## src/rtl/controller_sequencer.sv

```systemverilog
`default_nettype none
// ============================================================================
//  Module      : controller_sequencer
//  Description : Six-state ring-counter controller for the SAP-1 datapath.
//                Generates the per-state control word for fetch and for the
//                LDA / ADD / SUB / OUT / HLT execute phases.
//  Revision    : 1.0  initial release
// ============================================================================
module controller_sequencer (
   input  logic       clk,
   input  logic       reset,
   input  logic [3:0] opcode,
   output logic [5:0] t_state,
   output logic       pc_incr,
   output logic       pc_enable,
   output logic       mar_load,
   output logic       ram_enable,
   output logic       ir_load,
   output logic       ir_enable,
   output logic       a_load,
   output logic       a_enable,
   output logic       alu_sub,
   output logic       alu_enable,
   output logic       b_load,
   output logic       out_load,
   output logic       halt
);

   // One-hot ring states
   localparam logic [5:0] c_T1 = 6'b000001;
   localparam logic [5:0] c_T2 = 6'b000010;
   localparam logic [5:0] c_T3 = 6'b000100;
   localparam logic [5:0] c_T4 = 6'b001000;
   localparam logic [5:0] c_T5 = 6'b010000;
   localparam logic [5:0] c_T6 = 6'b100000;

   // Opcode nibbles
   localparam logic [3:0] c_OP_LDA = 4'b0000;
   localparam logic [3:0] c_OP_ADD = 4'b0001;
   localparam logic [3:0] c_OP_SUB = 4'b0010;
   localparam logic [3:0] c_OP_OUT = 4'b1110;
   localparam logic [3:0] c_OP_HLT = 4'b1111;

   logic [5:0] r_t_state;
   logic       r_halt;
   logic       w_one_hot;
   logic       w_active;

   // Exactly one bit set: non-zero and clearing the lowest set bit leaves zero.
   assign w_one_hot = (r_t_state != 6'd0) &&
                      ((r_t_state & (r_t_state - 6'd1)) == 6'd0);

   // Strobes are only live while running; reset and halt both silence them.
   assign w_active = !reset && !r_halt;

   assign t_state = r_t_state;
   assign halt    = r_halt;

   // Ring advance, halt capture at the end of T4, illegal-state recovery.
   always_ff @(posedge clk or posedge reset) begin
      if (reset) begin
         r_t_state <= c_T1;
         r_halt    <= 1'b0;
      end else if (r_halt) begin
         // Parked at T4 until reset; also repairs any upset while halted.
         r_t_state <= c_T4;
      end else if (!w_one_hot) begin
         r_t_state <= c_T1;
      end else if ((r_t_state == c_T4) && (opcode == c_OP_HLT)) begin
         r_halt    <= 1'b1;
      end else begin
         r_t_state <= {r_t_state[4:0], r_t_state[5]};
      end
   end

   // Control word decode from ring state and opcode; equality compares mean
   // an illegal ring value decodes to no strobes at all.
   always_comb begin
      pc_incr    = 1'b0;
      pc_enable  = 1'b0;
      mar_load   = 1'b0;
      ram_enable = 1'b0;
      ir_load    = 1'b0;
      ir_enable  = 1'b0;
      a_load     = 1'b0;
      a_enable   = 1'b0;
      alu_sub    = 1'b0;
      alu_enable = 1'b0;
      b_load     = 1'b0;
      out_load   = 1'b0;
      if (w_active) begin
         case (r_t_state)
            c_T1: begin
               pc_enable = 1'b1;
               mar_load  = 1'b1;
            end
            c_T2: begin
               pc_incr = 1'b1;
            end
            c_T3: begin
               ram_enable = 1'b1;
               ir_load    = 1'b1;
            end
            c_T4: begin
               case (opcode)
                  c_OP_LDA, c_OP_ADD, c_OP_SUB: begin
                     ir_enable = 1'b1;
                     mar_load  = 1'b1;
                  end
                  c_OP_OUT: begin
                     a_enable = 1'b1;
                     out_load = 1'b1;
                  end
                  default: ;
               endcase
            end
            c_T5: begin
               case (opcode)
                  c_OP_LDA: begin
                     ram_enable = 1'b1;
                     a_load     = 1'b1;
                  end
                  c_OP_ADD, c_OP_SUB: begin
                     ram_enable = 1'b1;
                     b_load     = 1'b1;
                  end
                  default: ;
               endcase
            end
            c_T6: begin
               case (opcode)
                  c_OP_ADD: begin
                     alu_enable = 1'b1;
                     a_load     = 1'b1;
                  end
                  c_OP_SUB: begin
                     alu_enable = 1'b1;
                     a_load     = 1'b1;
                     alu_sub    = 1'b1;
                  end
                  default: ;
               endcase
            end
            default: ;
         endcase
      end
   end

endmodule
`default_nettype wire

```

## config.mk

```make
export PLATFORM = sky130hd
export DESIGN_NAME = controller_sequencer
export DESIGN_NICKNAME = d
export VERILOG_FILES = /design/src/rtl/controller_sequencer.sv
export SDC_FILE = /design/constraint.sdc
export NUM_CORES = 1
export LEC_CHECK = 0
export CELL_PAD_IN_SITES_DETAIL_PLACEMENT = 0
export CELL_PAD_IN_SITES_GLOBAL_PLACEMENT = 2
export CORE_MARGIN = 2
export CORE_UTILIZATION = 19
export CTS_CLUSTER_SIZE = 14
export DETAILED_ROUTE_END_ITERATION = 6
export PLACE_DENSITY_LB_ADDON = 0.12
export SETUP_SLACK_MARGIN = 0.2
export SLEW_MARGIN = 10
export SYNTH_ARGS = -nofsm -noshare
export SYNTH_HDL_FRONTEND = slang
export SYNTH_SLANG_ARGS = --single-unit
export TNS_END_PERCENT = 100
```

## constraint.sdc

```tcl
create_clock -name clk -period 1.6 [get_ports clk]
set_clock_uncertainty 0.1 [all_clocks]
set_input_delay 0.24 -clock clk [delete_from_list [all_inputs] [get_ports clk]]
set_output_delay 0.24 -clock clk [all_outputs]
set_load 0.02 [all_outputs]
```

==> results.json, run 1 <==
{
  "wl_um": 2010,
  "critPathCaptureType": "output pin",
  "final-hold-violation-count": 0,
  "wire_per_inst_um": 13.1,
  "insertion_delay_ns": 0.25,
  "gp_congestion": 0.755,
  "numPortBuffers": 24,
  "peakVddDrop_v": 0.000982,
  "syn_area_um2": 500,
  "cts.sinks": 7,
  "cts.htree.levels": 1,
  "fp.dieH_um": 55.3,
  "reg2reg_to": "t_state[0]",
  "reg2reg_slack_ns": 0.05,
  "synthAdderAreaFrac_pct": 0,
  "n_antenna_cell": 0,
  "ios": 25,
  "failed_checks": "setup timing",
  "synth_top_family_by_area": "simple AND/OR/NAND/NOR gates",
  "maxSlewHeadroom_pct": 83.3,
  "cp.required_ns": 1.26,
  "grt_pass1_vias": 711,
  "synth_cell_type_count": 29,
  "ys.flop_type": "dfrtp_1",
  "cts_root_buf": "clkbuf_4",
  "antenna_left": 0,
  "final-setup-viol-count": 12,
  "cp_slowest_cell": "or4_4",
  "vias": 717,
  "reg2reg_depth": 4,
  "synth-xor-area-share_pct": 3.50,
  "timing.rr.start": "t_state[0]",
  "antenna_found_initial": 0,
  "startpoint_type": "flip-flop",
  "synthArstFlopShare_pct": 100,
  "cts_tree": "built",
  "avgSynthCellArea_um2": 8.78,
  "arrival_ns": 1.67,
  "max_stage_delay_ns": 0.57,
  "clock_tree.buffer_depth": 2,
  "global_route.usage.total_pct": 12.8,
  "crit_family": "simple AND/OR/NAND/NOR gates",
  "dp_cells": 141,
  "instances_no_fill": 154,
  "critPathMaxFanout": 3,
  "grt_setup_unrepaired": "true",
  "worstPathCellList": "or4_4 > nor4_4 > o21bai_4 > buf_6",
  "dp_hpwl_um": 1450,
  "worst_pin_slew_ns": 0.250,
  "dp_slack_ns": -0.972,
  "synthSimpleGateAreaFrac_pct": 49.0,
  "power_density_nw_per_um2": 1440,
  "first_iter_violations": 4,
  "grt_remaining_overflow": 0,
  "period_share_pct": 126,
  "crit_type": "flip-flop to output pin",
  "synth-seq-cells": 7,
  "slew_viol_final": 0,
  "clock.fmax_mhz": 498,
  "die-area_um2": 3060,
  "finalWorstSetupSlack_ns": -0.409,
  "rows": 18,
  "via_per_inst": 4.66,
  "fin_nets": 131,
  "area_delta_synth_final_pct": 171,
  "die_w_um": 55.3,
  "seq_area_frac_synth_pct": 35.3,
  "drive_above_1_share_pct": 81.5,
  "status": "finished, violations left",
  "synth_enable_flop_cells": 0,
  "cp_num_buf_inv": 1,
  "drc_errors": 0,
  "mostFrequentLayoutCell": "buf_4",
  "hold_buffers": 0,
  "drv_cap": 0,
  "postSynthCellCount": 57,
  "cts_buffers": 3,
  "fin_crit_ns": 2.01,
  "yosys_warnings": 0,
  "synth-compound-area-share_pct": 10.0,
  "dr.pass1.iters": 4,
  "initial_core_util_pct": 20.2,
  "whs_ns": 0.0369,
  "synth.mux.area_fraction_pct": 0,
  "leakagePower_nw": 0.623,
  "utilization_pct": 54.8,
  "path_clk_slew_ns": 0.05,
  "hold_class": "input pin to asynchronous set/reset pin",
  "syn_nets": 63,
  "grt_max_degree": 8,
  "grt_first_pass_wirelength_um": 3230,
  "final_cell_mix": "buf_4 (28), buf_6 (27), dfrtp_2 (6)",
  "core-area_um2": 2480
}
[synthesized netlist by cell type (2+ instances only)]
| cell | instances | area (um^2) |
|---|---|---|
| dfrtp_1 | 6 | 150 |
| or4b_2 | 3 | 30.0 |
| nor2_1 | 8 | 30.0 |
| nor3_1 | 5 | 25.0 |
| nor4_1 | 3 | 18.8 |
| nand2b_1 | 2 | 12.5 |
| o22ai_1 | 2 | 12.5 |
| o21bai_1 | 2 | 15.0 |
| nand2_1 | 6 | 22.5 |
[kinds of logic (layout without fill, tap and decap cells)]
logic type      count (synthesis)  in the layout
buf+inv                         2             69
simple gates                   39             39
xor+xnor                        2              2
compound gates                  7              7
flops                           7              7
[registers in the layout, summed over array words and instances, names as in the netlist]
name     count
halt         1
t_state      6
[repair_timing]
item | CTS | global route
setup endpoints to repair | 23 | 21
pin swaps | 13 | 2
buffers inserted | 6 | 3
gates cloned | 0 | 0
gates resized for setup | 144 | 7
endpoints found under the hold margin | 0 | 0
[how the worst max path moves through the flow]
stage	from	endpoint	slack, ns	cells after the start
5_1_grt	t_state[5]	ram_enable	-0.49	4
3_3_place_gp	reset	ram_enable	-0.97	5
3_5_place_dp	reset	ram_enable	-0.97	5
4_1_cts	t_state[5]	a_load	-0.42	5
2_1_floorplan	t_state[5]	ram_enable	-0.30	3
6_report	t_state[5]	ram_enable	-0.41	4
[final cells by class]
cell class | count | area (um^2)
well taps | 30 | 37.5
inverters | 1 | 3.75
fillers | 256 | 1120
multi-input cells | 48 | 528
repair buffers | 64 | 578
clock buffers | 4 | 26.3
flip-flops and latches | 7 | 184
[where the power goes]
part | switching, mW | internal (mW) | leakage (nW)
Sequential | 0.0962 | 0.255 | 0.0823
Clock | 0.0624 | 0.0950 | 0.0150
Combinational | 0.623 | 0.821 | 0.526
Total | 0.781 | 1.17 | 0.623
[per-layer routing]
| layer | up-vias | routed length, um | track usage [%] |
|---|---|---|---|
| met5 | - | 0 | 0 |
| met4 | 0 | 0 | 1.05 |
| met2 | 18 | 1020 | 22.1 |
| met3 | 0 | 144 | 4.92 |
| met1 | 348 | 844 | 15.7 |
| li1 | 351 | - | - |
[stage by stage]
stage | cell area [um^2] | TNS (ns) | power [mW]
floorplan | 586 | -1.48 | 0.786
global placement | 1080 | -10.49 | 1.38
detailed placement | 1080 | -10.52 | 1.37
CTS | 1300 | -4.36 | 1.84
global route | 1360 | -4.97 | 2.06
finish | 1360 | -4.29 | 1.95
Note: power is estimated with default switching activity, not from simulation.
==> run 2: changes to the inputs <==
--- a/config.mk
+++ b/config.mk
@@ -6,4 +6,5 @@
 export NUM_CORES = 1
 export LEC_CHECK = 0
+export CAP_MARGIN = 20
 export CELL_PAD_IN_SITES_DETAIL_PLACEMENT = 0
 export CELL_PAD_IN_SITES_GLOBAL_PLACEMENT = 2
==> constraint.sdc (replaced) <==
create_clock -name clk -period 1.6 [get_ports clk]
set_clock_uncertainty 0.1 [all_clocks]
set_input_delay 0.16 -clock clk [delete_from_list [all_inputs] [get_ports clk]]
set_output_delay 0.16 -clock clk [all_outputs]
set_load 0.02 [all_outputs]
==> run 2 against run 1 <==
Effect of this change:
- the run still ends with setup timing left
- core utilization increased by 2.3 points
- fmax is 2.3% higher
- setup slack gained 0.045 ns
- cell count is 0.65% higher
- final area increased by 4.1%
- global-route usage rose by 2.1 points
==> results.json, run 2 (same netlist as run 1, synthesis figures left out) <==
{
  "wl_um": 2190,
  "dp_hpwl_um": 1390,
  "grt_max_degree": 8,
  "cp_slowest_cell": "dfstp_2",
  "fin_nets": 132,
  "clock_tree.buffer_depth": 2,
  "period_share_pct": 123,
  "cts.sinks": 7,
  "die_w_um": 55.3,
  "drc_errors": 0,
  "cp_num_buf_inv": 1,
  "drv_cap": 0,
  "timing.rr.start": "t_state[0]",
  "switchingPower_mw": 0.882,
  "startpoint_type": "flip-flop",
  "mostFrequentLayoutCell": "buf_6",
  "clock.fmax_mhz": 509,
  "max_stage_delay_ns": 0.62,
  "n_antenna_cell": 0,
  "dp_cells": 138,
  "cts_root_buf": "clkbuf_4",
  "ios": 25,
  "crit_type": "flip-flop to output pin",
  "final_cell_mix": "buf_6 (30), buf_4 (24), dfrtp_2 (6)",
  "core-area_um2": 2480,
  "reg2reg_slack_ns": -0.06,
  "cp.required_ns": 1.34,
  "first_iter_violations": 8,
  "critPathMaxFanout": 6,
  "path_clk_slew_ns": 0.07,
  "failed_checks": "setup timing",
  "gp_congestion": 0.774,
  "drive_above_1_share_pct": 82.4,
  "crit_family": "flip-flops",
  "grt_remaining_overflow": 0,
  "fillers": 237,
  "fp.dieH_um": 55.3,
  "critPathCaptureType": "output pin",
  "crit_cells": 3,
  "cts.htree.levels": 1,
  "final-hold-violation-count": 0,
  "reg2reg_to": "t_state[0]",
  "antenna_left": 0,
  "power_frac_comb_pct": 74.2,
  "grt_pass1_vias": 754,
  "largest_reg_flops": 6,
  "status": "finished, violations left",
  "global_route.usage.total_pct": 14.9,
  "internal_power_mw": 1.23,
  "via_per_inst": 4.80,
  "final-setup-viol-count": 14,
  "hold_class": "input pin to asynchronous set/reset pin",
  "wire_per_inst_um": 14.2,
  "peakVddDrop_v": 0.00101,
  "insertion_delay_ns": 0.28,
  "leakagePower_nw": 0.621,
  "area_delta_synth_final_pct": 183,
  "initial_core_util_pct": 20.2,
  "dr.pass1.iters": 3,
  "switching_share_pct": 41.8,
  "pwr-share-seq_pct": 17.2,
  "rows": 18,
  "grt_setup_unrepaired": "true",
  "grt_first_pass_wirelength_um": 3570,
  "dp_slack_ns": -0.797,
  "cts_buffers": 3,
  "cts_tree": "built",
  "fin_crit_ns": 1.96,
  "cp-endpoint": "mar_load",
  "finalWorstSetupSlack_ns": -0.364,
  "slew_viol_final": 0,
  "power_density_nw_per_um2": 1490,
  "arrival_ns": 1.70,
  "worstPathCellList": "or4b_4 > o22ai_2 > buf_6",
  "die-area_um2": 3060,
  "maxSlewHeadroom_pct": 74.9,
  "cp-startpoint": "t_state[0]",
  "instances_no_fill": 155,
  "reg2reg_depth": 4,
  "power_frac_clock_pct": 8.6,
  "worst_pin_slew_ns": 0.372,
  "numPortBuffers": 24,
  "vias": 744,
  "antenna_found_initial": 0
}
-- run 2: cell types whose count changed in the layout (fill, tap and decap cells not counted), sizes merged --
cell and delta:
clkdlybuf4s15 +1, dlygate4sd2 -3, buf -2, clkdlybuf4s50 +4, clkbuf -1, clkinv +1
dlygate4sd3 +1
-- run 2: worst min-delay path, delay by kind of cell --
family | cells | cell delay, ns
buffers and inverters | 3 | 1.11
-- run 2: through the flow --
step	instance area, um^2	setup TNS, ns	hold slack, ns	power [mW]	util (%)
2_1_floorplan	577	-0.819	-0.138	0.763	-
3_3_place_gp	1050	-8.73	0.423	1.33	42.5
3_5_place_dp	1050	-8.64	0.424	1.33	42.5
4_1_cts	1280	-3.32	0.511	1.82	51.8
5_1_grt	1410	-4.31	0.551	2.23	57.1
6_report	1410	-3.53	0.505	2.11	57.1
-- run 2: worst min-delay path by stage --
stage | from | to
after floorplan | reset | t_state[3]
after global placement | reset | t_state[3]
after detailed placement | reset | t_state[3]
after CTS | reset | t_state[4]
after global routing | reset | halt
final | reset | t_state[1]
-- run 2: power by group through the flow --
| stage | sequential, mW | clock, mW | combinational [mW] |
|---|---|---|---|
| 2_1_floorplan | 0.421 | 0 | 0.342 |
| 3_3_place_gp | 0.343 | 0 | 0.987 |
| 3_5_place_dp | 0.344 | 0 | 0.983 |
| 4_1_cts | 0.348 | 0.181 | 1.29 |
| 5_1_grt | 0.374 | 0.191 | 1.67 |
| 6_report | 0.363 | 0.181 | 1.57 |
-- run 2: layout make-up --
class | count | area (um^2) | area share [%]
Clock inverter | 1 | 5.00 | 0.354
Timing Repair Buffer | 65 | 612 | 43.3
Multi-Input combinational cell | 48 | 549 | 38.8
Tap cell | 30 | 37.5 | 2.65
Sequential cell | 7 | 184 | 13.0
Inverter | 1 | 3.75 | 0.265
Clock buffer | 3 | 22.5 | 1.59
-- run 2: routing by layer --
metal	wire [um]	GRT usage (%)
met2	1140	25.7
met3	110	3.28
met1	841	16.8
met4	106	8.36
met5	0	0
-- run 2: timing repair --
item | 4_1_cts | 5_1_grt
endpoints found under the hold margin | 6 | 0
setup endpoints to repair | 23 | 19
resized for setup | 126 | 26
setup buffers | 8 | 4
hold buffers | 1 | 0
pin swaps | 13 | 7
==> run 3: changes to the inputs <==
Settings changed: PLACE_DENSITY_LB_ADDON 0.12 to 0.1, SETUP_SLACK_MARGIN 0.2 to default.
==> run 3 against run 2 <==
Effect of this change:
- the run still ends with setup timing left
- sequential power fell by 1%
- final area fell by 6.7%
- wire length fell by 1.9%
- critical endpoint is now ram_enable
- non-clock buffer count fell by 1
- register-to-register slack improved by 0.07 ns
- global-route usage fell by 1.6 points
- die area did not move
==> results.json, run 3 (same netlist as run 1, synthesis figures left out) <==
{
  "die_w_um": 55.3,
  "period_share_pct": 123,
  "ios": 25,
  "gp_congestion": 0.695,
  "cts.sinks": 7,
  "drive_above_1_share_pct": 73.4,
  "grt_setup_unrepaired": "true",
  "cp.required_ns": 1.34,
  "path_clk_slew_ns": 0.05,
  "dr.pass1.iters": 3,
  "mostFrequentLayoutCell": "buf_4",
  "rows": 18,
  "final_cell_mix": "buf_4 (33), buf_6 (18), dlygate4sd2_1 (9)",
  "cts.htree.levels": 1,
  "dp_hpwl_um": 1310,
  "grt_max_degree": 8,
  "drc_errors": 0,
  "fin_nets": 131,
  "fillers": 254,
  "setup-tns-final_ns": -3.23,
  "drv_cap": 0,
  "insertion_delay_ns": 0.25,
  "critPathCaptureType": "output pin",
  "finalWorstSetupSlack_ns": -0.370,
  "failed_checks": "setup timing",
  "leakagePower_nw": 0.615,
  "grt_pass1_vias": 680,
  "fin_crit_ns": 1.97,
  "place_area_um2": 998,
  "vias": 704,
  "arrival_ns": 1.71,
  "clock_tree.buffer_depth": 2,
  "wl_um": 2150,
  "cts_buffers": 3,
  "maxSlewHeadroom_pct": 81.0,
  "core-area_um2": 2480,
  "max_stage_delay_ns": 0.54,
  "cts_root_buf": "clkbuf_4",
  "critPathMaxFanout": 4,
  "die-area_um2": 3060,
  "slew_viol_final": 0,
  "startpoint_type": "flip-flop",
  "worstPathCellList": "or4_4 > nor4_4 > o21bai_4 > buf_6",
  "final-hold-violation-count": 0,
  "crit_type": "flip-flop to output pin",
  "dp_slack_ns": -0.787,
  "grt_remaining_overflow": 0,
  "final-setup-viol-count": 12,
  "largest_reg_flops": 6,
  "status": "finished, violations left",
  "fp.dieH_um": 55.3,
  "initial_core_util_pct": 20.2,
  "antenna_found_initial": 0,
  "first_iter_violations": 6,
  "final_cell_area_um2": 1320,
  "whs_ns": 0.485,
  "numPortBuffers": 24,
  "area_delta_synth_final_pct": 163,
  "clock.fmax_mhz": 508,
  "grt_first_pass_wirelength_um": 3220,
  "wire_per_inst_um": 14.0,
  "cts_tree": "built",
  "power_density_nw_per_um2": 1390,
  "worst_pin_slew_ns": 0.285,
  "hold_class": "input pin to flip-flop",
  "n_antenna_cell": 0,
  "cp_slowest_cell": "or4_4",
  "global_route.usage.total_pct": 13.3,
  "via_per_inst": 4.57,
  "antenna_left": 0,
  "peakVddDrop_v": 0.000877
}
[run 3: per-layer routing]
layer / vias up / global-route usage [%] / wire, um / share of wire, %
met5: - / 0 / 0 / 0
met4: 0 / 2.09 / 17 / 0.79
met3: 2 / 5.62 / 120 / 5.6
met2: 23 / 22.6 / 1130 / 52
met1: 329 / 15.8 / 886 / 41
li1: 350 / - / - / -
[run 3: path summary, 6_finish.rpt]
kind | endpoint | slack, ns | from | depth (start not counted)
setup / recovery | ram_enable | -0.37 | halt | 4
hold / removal | t_state[4] | 0.48 | opcode[2] | 3
setup reg to reg | t_state[0] | 0.01 | t_state[0] | 4
hold reg to reg | t_state[0] | 0.49 | halt | 2
max in group asynchronous | t_state[0] | 0.60 | reset | 3
min in group asynchronous | halt | 0.53 | reset | 3
[run 3: area by class of cell]
| class | instances | area (um^2) | area share [%] |
|---|---|---|---|
| clock buffers | 4 | 26.3 | 1.99 |
| flip-flops and latches | 7 | 184 | 13.9 |
| well taps | 30 | 37.5 | 2.85 |
| multi-input cells | 48 | 503 | 38.1 |
| repair buffers | 64 | 564 | 42.8 |
| inverters | 1 | 3.75 | 0.285 |
[run 3: worst max-delay path, delay by kind of cell (launching register included)]
| family | cells | cell delay [ns] |
|---|---|---|
| and+or+nand+nor | 2 | 0.73 |
| AOI/OAI and AO/OA | 1 | 0.17 |
| DFF | 1 | 0.43 |
| buffers and inverters | 1 | 0.13 |
[run 3: where the power goes]
group	internal [mW]	total (mW)	leakage (nW)	switching, mW
Combinational	0.724	1.32	0.518	0.591
Sequential	0.255	0.358	0.0823	0.103
Clock	0.0952	0.161	0.0150	0.0661
Total	1.07	1.83	0.615	0.760
[run 3: timing repair]
item / 4_1_cts / 5_1_grt
setup buffers: 10 / 5
endpoints found under the setup margin: 19 / 16
hold buffers: 1 / 0
hold endpoints to repair: 6 / 0
pin swaps: 10 / 8
gates resized for setup: 105 / 20
[run 3: stage by stage]
step	std cells	utilization, %	power [mW]
after floorplan	57	-	0.753
after global placement	134	40.3	1.28
after detailed placement	134	40.3	1.28
after CTS	149	48.3	1.64
after global routing	154	53.2	1.96
final	154	53.2	1.83
